==> config.mk <==
export PLATFORM = sky130hd
export DESIGN_NAME = seq_pattern_tx
export DESIGN_NICKNAME = d
export VERILOG_FILES = /design/src/rtl/seq_pattern_tx.sv
export SDC_FILE = /design/constraint.sdc
export NUM_CORES = 1
export LEC_CHECK = 0
export ABC_AREA = 1
export BUFFER_PORTS_ARGS = -buffer_cell sky130_fd_sc_hd__buf_2
export CAP_MARGIN = 40
export CORE_MARGIN = 2
export CORE_UTILIZATION = 35
export CTS_CLUSTER_DIAMETER = 120
export DETAILED_ROUTE_END_ITERATION = 7
export SLEW_MARGIN = 0
export SYNTH_ARGS = -nofsm -noshare
export SYNTH_HDL_FRONTEND = slang
export SYNTH_SLANG_ARGS = --single-unit
==> constraint.sdc <==
create_clock -name clk -period 1.9 [get_ports clk]
set_input_delay 0.285 -clock clk [delete_from_list [all_inputs] [get_ports clk]]
set_output_delay 0.285 -clock clk [all_outputs]
set_load 0.005 [all_outputs]
==> src/rtl/seq_pattern_tx.sv <==
// seq_pattern_tx
// Serial pattern transmitter. On an accepted start it sends PATTERN (MSB
// first) rep_cnt times, optionally separated by gap_len idle cycles, then
// pulses done for one cycle. abort or reset drop back to IDLE with no done.
module seq_pattern_tx #(
  parameter int               PAT_W   = 5,
  parameter logic [PAT_W-1:0] PATTERN = 5'b10101,
  parameter int               CNT_W   = 4
) (
  input  logic             clk,
  input  logic             rst,
  input  logic             start,
  input  logic [CNT_W-1:0] rep_cnt,
  input  logic [1:0]       gap_len,
  input  logic             abort,
  output logic             d_out,
  output logic             d_valid,
  output logic             busy,
  output logic             done
);

  localparam int IDX_W = (PAT_W > 1) ? $clog2(PAT_W) : 1;
  localparam logic [IDX_W-1:0] IDX_TOP = IDX_W'(PAT_W - 1);

  typedef enum logic [1:0] {
    IDLE = 2'd0,
    SEND = 2'd1,
    GAP  = 2'd2,
    DONE = 2'd3
  } state_t;

  state_t           state_q, state_d;
  logic [IDX_W-1:0] idx_q, idx_d;
  logic [CNT_W-1:0] frames_q, frames_d;
  logic [1:0]       gap_len_q, gap_len_d;
  logic [1:0]       gap_cnt_q, gap_cnt_d;
  logic             d_out_d, d_valid_d;

  // Next-state logic: abort beats everything while a transmission is active.
  always_comb begin
    state_d   = state_q;
    idx_d     = idx_q;
    frames_d  = frames_q;
    gap_len_d = gap_len_q;
    gap_cnt_d = gap_cnt_q;

    case (state_q)
      IDLE: begin
        if (start && !abort) begin
          state_d   = SEND;
          idx_d     = IDX_TOP;
          frames_d  = (rep_cnt == '0) ? CNT_W'(1) : rep_cnt;
          gap_len_d = gap_len;
          gap_cnt_d = 2'd0;
        end
      end

      SEND: begin
        if (abort) begin
          state_d   = IDLE;
          idx_d     = IDX_TOP;
          frames_d  = '0;
          gap_cnt_d = 2'd0;
        end else if (idx_q == '0) begin
          idx_d = IDX_TOP;
          if (frames_q > CNT_W'(1)) begin
            frames_d = frames_q - CNT_W'(1);
            if (gap_len_q != 2'd0) begin
              state_d   = GAP;
              gap_cnt_d = gap_len_q;
            end
          end else begin
            frames_d = (frames_q != '0) ? frames_q - CNT_W'(1) : '0;
            state_d  = DONE;
          end
        end else begin
          idx_d = idx_q - IDX_W'(1);
        end
      end

      GAP: begin
        if (abort) begin
          state_d   = IDLE;
          idx_d     = IDX_TOP;
          frames_d  = '0;
          gap_cnt_d = 2'd0;
        end else if (gap_cnt_q <= 2'd1) begin
          state_d   = SEND;
          idx_d     = IDX_TOP;
          gap_cnt_d = 2'd0;
        end else begin
          gap_cnt_d = gap_cnt_q - 2'd1;
        end
      end

      DONE: begin
        state_d = IDLE;
      end

      default: begin
        state_d   = IDLE;
        idx_d     = IDX_TOP;
        frames_d  = '0;
        gap_cnt_d = 2'd0;
      end
    endcase

    d_valid_d = (state_d == SEND);
    d_out_d   = d_valid_d ? PATTERN[idx_d] : 1'b0;
  end

  // State, counters and the registered serial outputs.
  always_ff @(posedge clk or negedge rst) begin
    if (!rst) begin
      state_q   <= IDLE;
      idx_q     <= IDX_TOP;
      frames_q  <= '0;
      gap_len_q <= 2'd0;
      gap_cnt_q <= 2'd0;
      d_out     <= 1'b0;
      d_valid   <= 1'b0;
    end else begin
      state_q   <= state_d;
      idx_q     <= idx_d;
      frames_q  <= frames_d;
      gap_len_q <= gap_len_d;
      gap_cnt_q <= gap_cnt_d;
      d_out     <= d_out_d;
      d_valid   <= d_valid_d;
    end
  end

  assign busy = (state_q == SEND) || (state_q == GAP);
  assign done = (state_q == DONE);

endmodule
== After elaboration in Yosys (flattened, before gate mapping) ==
Memories as Yosys holds them, arrays and structs flattened.
Index checks and enable logic that the tools add are counted.

* Flip-flop bits (word level): 15
* Bits in read-only memories: 8
* Input port bits: 10
* Output and inout bits: 4
* Word-level logic and storage cells: 67
* Memories kept: 1

* Add/subtract/negate cells: 3
* Magnitude comparators: 3
* Equal/unequal tests: 9
* Multiplexer cells: 32
* Reductions and logical operators: 12

{| class="wikitable"
|+ Memories
! memory !! words !! width !! rd ports !! clocked after memory_dff !! wr ports !! line !! source
|-
| (name not given) || 8 || 1 || 1 || 0 || 0 || 109 || <nowiki>d_out_d = d_valid_d ? PATTERN[idx_d] : 1'b0;</nowiki>
|}

{| class="wikitable"
|+ Operators by type and width
! operator !! count
|-
| $mux 2 || 14
|-
| $mux 4 || 7
|-
| $mux 3 || 5
|-
| $pmux 4 s3 || 1
|-
| $ne 3x3->1 const B || 3
|-
| $pmux 3 s3 || 1
|-
| $pmux 2 s4 || 1
|-
| $pmux 2 s3 || 1
|-
| $reduce_and 5->1 || 1
|-
| $eq 2x1->1 const B || 2
|-
| $eq 2x2->1 const B || 2
|-
| $gt 4x1->1 const B || 1
|-
| $logic_not 4->1 || 1
|-
| $lt 3x4->1 const B || 1
|-
| $ne 2x2->1 const B || 2
|-
| $reduce_and 4->1 || 1
|-
| $reduce_bool 4->1 || 1
|-
| $sub 4x1->4 const B || 1
|-
| $logic_not 3->1 || 1
|-
| $reduce_bool 3->1 || 1
|-
| $sub 3x1->3 const B || 1
|-
| $le 2x1->1 const B || 1
|-
| $logic_not 2->1 || 1
|-
| $mux 1 || 2
|-
| other kinds (6) || 6
|}

== Longest topological paths before layout ==
Gate-level depths: netlist of run 1.

* Word-level depth: 8
* Mapped depth: 11
* Gate-level depth less buffers: 11

== Worst setup path before layout of run 1 ==
OpenSTA, ideal clock, no wires.

* Path type: reg-to-reg
* From: register state_q[0]
* To: register frames_q[2]
* Library setup time: 0.083 ns
* Arrival: 1.322 ns
* Required time: 1.817 ns
* Setup slack: 0.495 ns
* Cell stages (with the launch flop): 9
* Path buffers: 0
* Clock period less this slack: 1.405 ns
* Cells stage by stage: dfrtp_1 -> inv_1 -> ha_1 -> inv_1 -> nor2_4 -> nand2_1 -> o21ai_0 -> nand2_1 -> o21ai_0

* Longest elaborated chain between the ends: 3
* Elaborated cells between the ends (all ways): 9
* Those cells by class: 5 x eq/ne; 1 x mux; 3 x reduce/logical

{| class="wikitable"
|+ RTL lines
! item !! line !! source
|-
| from (decl) || 32 || <nowiki>state_t state_q, state_d;</nowiki>
|-
| from (signal assigned) || 123 || <nowiki>state_q <= state_d;</nowiki>
|-
| $eq 2x1->1 (tied with other cells) || 47 || <nowiki>case (state_q)</nowiki>
|-
| $ne 3x3->1 (no line) (tied with other cells) || n/a ||
|-
| $reduce_and 4->1 (no line) || n/a ||
|-
| to (signal assigned) || 125 || <nowiki>frames_q <= frames_d;</nowiki>
|-
| to (decl) || 34 || <nowiki>logic [CNT_W-1:0] frames_q, frames_d;</nowiki>
|}

Several ways; a longest one is shown, not always the timed one.
A chain may end at the register's enable or synchronous reset.

== Worst setup path after layout of run 1 ==
* From: register state_q[0]
* To: register frames_q[0]

Same word-level chain as after synthesis.

==> flow_summary.rst, run 1 <==
.. list-table::
   :header-rows: 1

   * - Metric
     - Value
   * - Synth Area in Adders
     - 8.32%
   * - Number of buffers inserted during clock tree synthesis
     - 3
   * - Netlist cell types
     - 22
   * - Max-Cap Viols
     - 0
   * - CTS root buf
     - sky130_fd_sc_hd__clkbuf_4
   * - Global placer's final weighted congestion
     - 0.864
   * - Flop and latch count out of synthesis
     - 15
   * - Total number of H-tree levels
     - 1
   * - Post-route DRC violation count
     - 0
   * - Netlist Area Pre-Place
     - 1050 µm²
   * - F_max
     - 0.622 GHz
   * - Drt initial violations
     - 53
   * - FFs w/ async S/R, synth
     - 100%
   * - Complex-gate fraction of the synthesized area
     - 12.4%
   * - Number of enable flip-flop cells after synthesis
     - 0
   * - Total detailed-routing wirelength
     - 2.15 mm
   * - Standard-cell row count
     - 19
   * - Detail Placement HPWL
     - 1.70 mm
   * - Die Wd
     - 58.8 µm
   * - List of most frequent post-synthesis cells
     - sky130_fd_sc_hd__nand2_1 (24), sky130_fd_sc_hd__inv_1 (20), sky130_fd_sc_hd__dfrtp_1 (14), sky130_fd_sc_hd__nor2_1 (14), sky130_fd_sc_hd__o21ai_0 (11)
   * - Remaining number of nets flagged by the antenna check after routing
     - 0
   * - Final count of hold timing violations
     - 0
   * - Global route total overflow
     - 0
   * - Library cell occupying the most area in the post-synthesis netlist
     - sky130_fd_sc_hd__dfrtp_1
   * - Setup crit start kind
     - flop
   * - Floorplan die area
     - 3460 µm²
   * - RSZ-0062 raised after global routing
     - no
   * - Final min period
     - 1610 ps
   * - Overall power
     - 0.00187 W
   * - Transition time at the pin with the least slew margin
     - 360 ps
   * - Total clock sinks
     - 15
   * - Final period util
     - 84.7%
   * - Worst setup path class
     - reg -> reg
   * - Global Route Usage Sum
     - 14.2%
   * - Vias
     - 877
   * - Buffer depth of the longest clock path
     - 2
   * - PwrDens
     - 1570 nW/µm²
   * - Ranking of synthesized cells by area
     - sky130_fd_sc_hd__dfrtp_1 (33%), sky130_fd_sc_hd__nand2_1 (8.6%), sky130_fd_sc_hd__ha_1 (8.3%)
   * - Leakage power summed over all cells
     - 0.624 nW
   * - Count of endpoints failing setup in the final report
     - 0
   * - Main combinational cell family by area after synthesis
     - simple AND/OR/NAND/NOR gates
   * - Floorplan die height
     - 58.8 µm
   * - Crit path largest cell delay
     - 410 ps
   * - Total Negative Setup Slacks
     - 0 ps
   * - Initial antenna violation count
     - 0
   * - First-pass GRT wire length
     - 3.71 mm
   * - Drt wl/cell
     - 11.9 µm
   * - Crit end category
     - flop
   * - Area share of the leading cell type in the synthesized netlist
     - 33.3%
   * - Share of post-route cells with drive strength above 1
     - 24.0%
   * - Antenna fix cells
     - 0
   * - Vias per inst
     - 4.85
   * - Met2 Wirelength
     - 1.06 mm
   * - FF-to-FF Start
     - state_q[0]
   * - Worst Clk Skew
     - 0.588 ps
   * - VDD IR max
     - 561 µV
   * - Critical path required time
     - 2110 ps
   * - Top-level port count
     - 14
   * - Top flip-flop cell by instance count after synthesis
     - sky130_fd_sc_hd__dfrtp_1
   * - Worst Path Arrival
     - 1820 ps
   * - Type of the worst min-delay path
     - in -> reg
   * - Cell chain of the critical path
     - inv_1 -> ha_1 -> inv_1 -> nor2_4 -> nand2_1 -> o21ai_0 -> nand2_1 -> o21ai_0
   * - Placeable Area
     - 2810 µm²
   * - Post-synth net total
     - 149
   * - Clock-pin transition on the worst setup and hold timing paths
     - 90 ps
   * - Synth warnings
     - 0
   * - Layout overhead on the synthesized area
     - 13.3%
   * - Count of input and output buffers
     - 13
   * - Highest metal used
     - met4
   * - Start point of the critical path
     - state_q[0]
   * - Max-slew violation total from the final report
     - 0
   * - Xor/xnor cell area share of the yosys netlist
     - 1.66%
   * - Number of instances resized during post-cts repair
     - 0
   * - Maximum fanout count along the critical path
     - 6
   * - Start point of the worst min-delay path
     - gap_len[1]
   * - Placement Cell Area
     - 1160 µm²
   * - Vias in the first global route
     - 864
   * - Status
     - completed
   * - Latest clock arrival within the worst-skew pair
     - 290 ps
   * - Final standard cell area without fillers
     - 1190 µm²
   * - Maximum number of pins on one net before global-route repair
     - 16
   * - Wire length on met3
     - 135 µm
   * - Post-synthesis sequential area ratio
     - 35.8%
   * - Most used standard cell by instance count after synthesis
     - sky130_fd_sc_hd__nand2_1
   * - Number of detailed-route iterations in the first pass
     - 4
   * - Routed metal-1 wire length
     - 940 µm
   * - Net count reported at finish
     - 168
   * - Slowest stage cell on the critical path
     - sky130_fd_sc_hd__dfrtp_1
   * - Fraction of synthesized area in multiplexers
     - 2.14%
   * - CTS tree
     - built
   * - Synthesized area per cell
     - 7.97 µm²
   * - Number of standard cells after synthesis
     - 132
   * - Synth Area in Simple Gates
     - 31.9%
   * - Effective utilization at floorplan
     - 37.5%
   * - Relative slew slack
     - 76.0%
-- timing repair --
item / in CTS / in global routing
buffers inserted: 0 / 0
endpoints found under the hold margin: 14 / 0
hold buffers: 1 / 0
-- critical path: cells and delay by family, from the launching register on --
family	cells	cell delay (ps)
AOI/OAI and AO/OA	2	240
adders and majority gates	1	330
buffers and inverters	2	230
DFF	1	410
and+or+nand+nor	3	340
-- sequential cells by signal (all words and copies together), names as in the netlist --
register	cells
frames_q	4
idx_q	3
gap_cnt_q	2
gap_len_q	2
state_q	2
d_out	1
d_valid	1
-- routing by layer --
layer,up-vias,GRT usage (%)
li1,454,-
met1,396,16.4
met2,25,25.2
met3,2,5.05
met4,0,2.92
met5,-,0
-- final timing paths --
path                                endpoint  slack [ps]  depth (start not counted)
worst max-delay path             frames_q[0]         290                          8
worst min-delay path            gap_len_q[1]         230                          2
worst max register to register   frames_q[0]         290                          8
worst min register to register      idx_q[2]         530                          2
max in group asynchronous           idx_q[2]        1170                          2
min in group asynchronous        frames_q[3]         430                          2
-- power by group --
group          internal, W  leakage (nW)  switching (W)
clock            0.0000816        0.0150       0.000108
sequential        0.000473         0.188       0.000108
combinational     0.000416         0.421       0.000679
total             0.000971         0.624       0.000896
-- cells by family after synthesis --
family	Yosys count
multiplexers	2
AO/OA/AOI/OAI	23
adder cells (fa/ha/maj)	7
flip-flops	15
XOR/XNOR	2
buffers and inverters	22
AND/OR/NAND/NOR	61
-- cell usage in the layout (no fill, tap or decap) --
cell / instances
sky130_fd_sc_hd__nand2_1: 24
sky130_fd_sc_hd__inv_1: 20
sky130_fd_sc_hd__nor2_1: 14
sky130_fd_sc_hd__dfrtp_1: 14
sky130_fd_sc_hd__buf_2: 13
sky130_fd_sc_hd__o21ai_0: 11
sky130_fd_sc_hd__nand3_1: 7
sky130_fd_sc_hd__ha_1: 7
sky130_fd_sc_hd__nand2_4: 5
sky130_fd_sc_hd__o21ai_1: 5
sky130_fd_sc_hd__a21oi_1: 4
sky130_fd_sc_hd__nand3_2: 3
sky130_fd_sc_hd__nand2_2: 3
sky130_fd_sc_hd__clkbuf_4: 3
sky130_fd_sc_hd__inv_2: 2
sky130_fd_sc_hd__nor2_4: 2
sky130_fd_sc_hd__xnor2_1: 2
sky130_fd_sc_hd__nor3_1: 2
sky130_fd_sc_hd__mux2_2: 2
sky130_fd_sc_hd__a21oi_4: 1
sky130_fd_sc_hd__nor2_8: 1
sky130_fd_sc_hd__a31oi_1: 1
sky130_fd_sc_hd__o21a_1: 1
sky130_fd_sc_hd__clkbuf_1: 1
sky130_fd_sc_hd__dlygate4sd3_1: 1
sky130_fd_sc_hd__dfstp_2: 1
-- through the flow --
step / setup slack [ps] / util (%) / cells / hold slack, ps
after detailed placement: 309 / 41.2 / 176 / 226
after global routing: 79.2 / 42.5 / 181 / 222
after CTS: 280 / 42.5 / 181 / 222
final: 291 / 42.5 / 181 / 227
after floorplan: 495 / - / 132 / -10.6
after global placement: 358 / 41.2 / 176 / 220
-- layout make-up --
cell class              count  area, µm²
multi-input cells          95        593
flip-flops and latches     15        377
repair buffers             14       75.1
clock buffers               4       26.3
well taps                  31       38.8
inverters                  22       82.6
fillers                   301       1610
(Power assumes the default switching activity.)
==> inputs of run 2 (changes only) <==
- ABC_AREA: 1 -> 0
- clock period: 1.9 -> 1.6 ns (I/O delays scaled with it)
==> run 2 against run 1 <==
  * The run now ends with setup timing left
  * Total power grew 67%
  * Routed wire length grew 22%
  * Clock skew up 1.9 ps
  * Critical endpoint is now gap_cnt_q[1]
  * Largest cell class unchanged
==> flow_summary.rst, run 2 <==
.. list-table::
   :header-rows: 1

   * - Metric
     - Value
   * - Status
     - finished with violations
   * - Violated checks
     - setup timing
   * - Final standard cell area without fillers
     - 1480 µm²
   * - Synthesized area per cell
     - 9.13 µm²
   * - Number of buffers inserted during clock tree synthesis
     - 3
   * - Cell count after placement
     - 169
   * - Share of post-route cells with drive strength above 1
     - 49.3%
   * - Post-route DRC violation count
     - 0
   * - Vias per inst
     - 5.22
   * - Global route total overflow
     - 0
   * - Post-synth net total
     - 125
   * - Worst setup slack after layout
     - -74.2 ps
   * - Critical path required time
     - 1760 ps
   * - Post-synthesis sequential area ratio
     - 38.2%
   * - Count of input and output buffers
     - 13
   * - Placement Cell Area
     - 1250 µm²
   * - Drt wl/cell
     - 14.5 µm
   * - Relative slew slack
     - 75.4%
   * - Worst hold margin
     - 196 ps
   * - Maximum fanout count along the critical path
     - 5
   * - Vias in the first global route
     - 924
   * - Effective utilization at floorplan
     - 36.4%
   * - Post-route core utilization
     - 54.7%
   * - Worst Path Arrival
     - 1840 ps
   * - Final period util
     - 105%
   * - Global Route Usage Sum
     - 15.8%
   * - Ranking of synthesized cells by area
     - sky130_fd_sc_hd__dfrtp_1 (36%), sky130_fd_sc_hd__ha_1 (8.9%), sky130_fd_sc_hd__nor2_1 (4.2%)
   * - Floorplan die area
     - 3260 µm²
   * - Max-slew violation total from the final report
     - 0
   * - Net count reported at finish
     - 168
   * - Top-level port count
     - 14
   * - Type of the worst min-delay path
     - in -> reg
   * - Number of standard cells after synthesis
     - 108
   * - Top flip-flop cell by instance count after synthesis
     - sky130_fd_sc_hd__dfrtp_1
   * - Largest register by flop count
     - frames_q
   * - Max-Cap Viols
     - 0
   * - Most common library cell in the layout ignoring fill and taps
     - sky130_fd_sc_hd__buf_4
   * - Leakage power summed over all cells
     - 0.689 nW
   * - Largest register FFs
     - 4
   * - Library cell occupying the most area in the post-synthesis netlist
     - sky130_fd_sc_hd__dfrtp_1
   * - VDD IR max
     - 1200 µV
   * - Transition time at the pin with the least slew margin
     - 367 ps
   * - Worst Clk Skew
     - 2.51 ps
   * - Drt initial violations
     - 27
   * - Clock-pin transition on the worst setup and hold timing paths
     - 80 ps
   * - Number of detailed-route iterations in the first pass
     - 4
   * - PwrDens
     - 2100 nW/µm²
   * - Overall power
     - 0.00311 W
   * - First-pass GRT wire length
     - 4.02 mm
   * - Synth warnings
     - 0
   * - Initial antenna violation count
     - 0
   * - Total clock sinks
     - 15
   * - FFs w/ async S/R, synth
     - 100%
   * - Final min period
     - 1670 ps
   * - Remaining number of nets flagged by the antenna check after routing
     - 0
   * - Crit end category
     - flop
   * - F_max
     - 0.597 GHz
   * - Non-filler cells in the finished layout
     - 181
   * - Number of enable flip-flop cells after synthesis
     - 0
   * - Count of endpoints failing setup in the final report
     - 8
   * - Layout overhead on the synthesized area
     - 50.3%
   * - Floorplan die height
     - 57.1 µm
   * - CTS tree
     - built
   * - Detail Placement HPWL
     - 1.85 mm
   * - Netlist cell types
     - 37
   * - Placeable Area
     - 2710 µm²
   * - Setup crit start kind
     - flop
   * - Biggest regs
     - frames_q (4), idx_q (3)
   * - Antenna fix cells
     - 0
   * - Most used standard cell by instance count after synthesis
     - sky130_fd_sc_hd__dfrtp_1
   * - Netlist Area Pre-Place
     - 986 µm²
   * - Global placer's final weighted congestion
     - 0.842
   * - Worst setup path class
     - reg -> reg
   * - Standard-cell row count
     - 19
   * - CTS root buf
     - sky130_fd_sc_hd__clkbuf_4
   * - List of most frequent post-synthesis cells
     - sky130_fd_sc_hd__dfrtp_1 (14), sky130_fd_sc_hd__nor2_1 (11), sky130_fd_sc_hd__inv_1 (9), sky130_fd_sc_hd__nand2_1 (9)
   * - Total detailed-routing wirelength
     - 2.63 mm
   * - Commonest cells after routing, fill and taps aside
     - sky130_fd_sc_hd__buf_4 (21), sky130_fd_sc_hd__dfrtp_1 (13), sky130_fd_sc_hd__buf_2 (13)
   * - Maximum number of pins on one net before global-route repair
     - 16
   * - Buffer depth of the longest clock path
     - 2
   * - Die Wd
     - 57.1 µm
   * - RSZ-0062 raised after global routing
     - yes
   * - Flop and latch count out of synthesis
     - 15
   * - Final count of hold timing violations
     - 0
   * - Area share of the leading cell type in the synthesized netlist
     - 35.5%
   * - Vias
     - 944
   * - Latest clock arrival within the worst-skew pair
     - 270 ps
   * - Total number of H-tree levels
     - 1
==> run 2: critical path, stage by stage, from the launching register on <==
cell	delay, ps
sky130_fd_sc_hd__dfrtp_2	460
sky130_fd_sc_hd__buf_6	140
sky130_fd_sc_hd__buf_6	110
sky130_fd_sc_hd__ha_4	180
sky130_fd_sc_hd__a21oi_4	170
sky130_fd_sc_hd__buf_4	140
sky130_fd_sc_hd__o21ai_2	70
sky130_fd_sc_hd__mux2_4	300
==> run 2: what timing repair did <==
action / 4_1_cts / 5_1_grt
hold buffers: 1 / 0
setup endpoints to repair: 10 / 13
hold endpoints to repair: 14 / 0
pin swaps: 3 / 5
resized for setup: 12 / 21
buffers inserted: 1 / 6
==> run 2: layout make-up <==
class                           count  area, µm²
Fill cell                         252       1230
Multi-Input combinational cell     83        727
Sequential cell                    15        378
Timing Repair Buffer               39        278
Tap cell                           31       38.8
Inverter                            9       33.8
Clock buffer                        4       26.3
==> run 2: logic make-up after synthesis <==
kind of cell | share of synthesized area (%)
buf+inv | 3.81
simple gates | 21.6
compound gates | 22.0
flops | 38.2
mux | 5.58
fa+ha+maj | 8.88
==> run 2: layer usage <==
layer	vias up	routed length [µm]	share of wire, %	global-route usage, %
met4	0	16	0.61	4.98
met2	23	1400	53	30.5
met3	2	133	5.1	2.04
met1	450	1080	41	17.6
li1	469	-	-	-
met5	-	0	0	0
==> run 2: metrics by stage <==
step / TNS, ps / setup WS [ps]
global placement: -462 / -114
global route: -1070 / -192
detailed placement: -734 / -128
floorplan: -54.9 / -27.5
CTS: -375 / -90.1
finish: -299 / -74.2
==> run 2: power breakdown <==
part / internal (W) / switching [W] / total, W
clock network: 0.0000964 / 0.000109 / 0.000206
logic: 0.00114 / 0.00104 / 0.00218
registers: 0.000569 / 0.000158 / 0.000727
total: 0.00181 / 0.00131 / 0.00311
==> run 2: final timing paths <==
kind                              from      endpoint  slack (ps)  cells past startpoint
setup / recovery            state_q[0]  gap_cnt_q[1]         -70                      7
hold / removal              gap_len[0]  gap_len_q[0]         200                      2
setup reg to reg            state_q[0]  gap_cnt_q[1]         -70                      7
hold reg to reg            frames_q[3]   frames_q[3]         520                      2
max in group asynchronous          rst      idx_q[2]         900                      2
min in group asynchronous          rst  gap_len_q[0]         400                      2
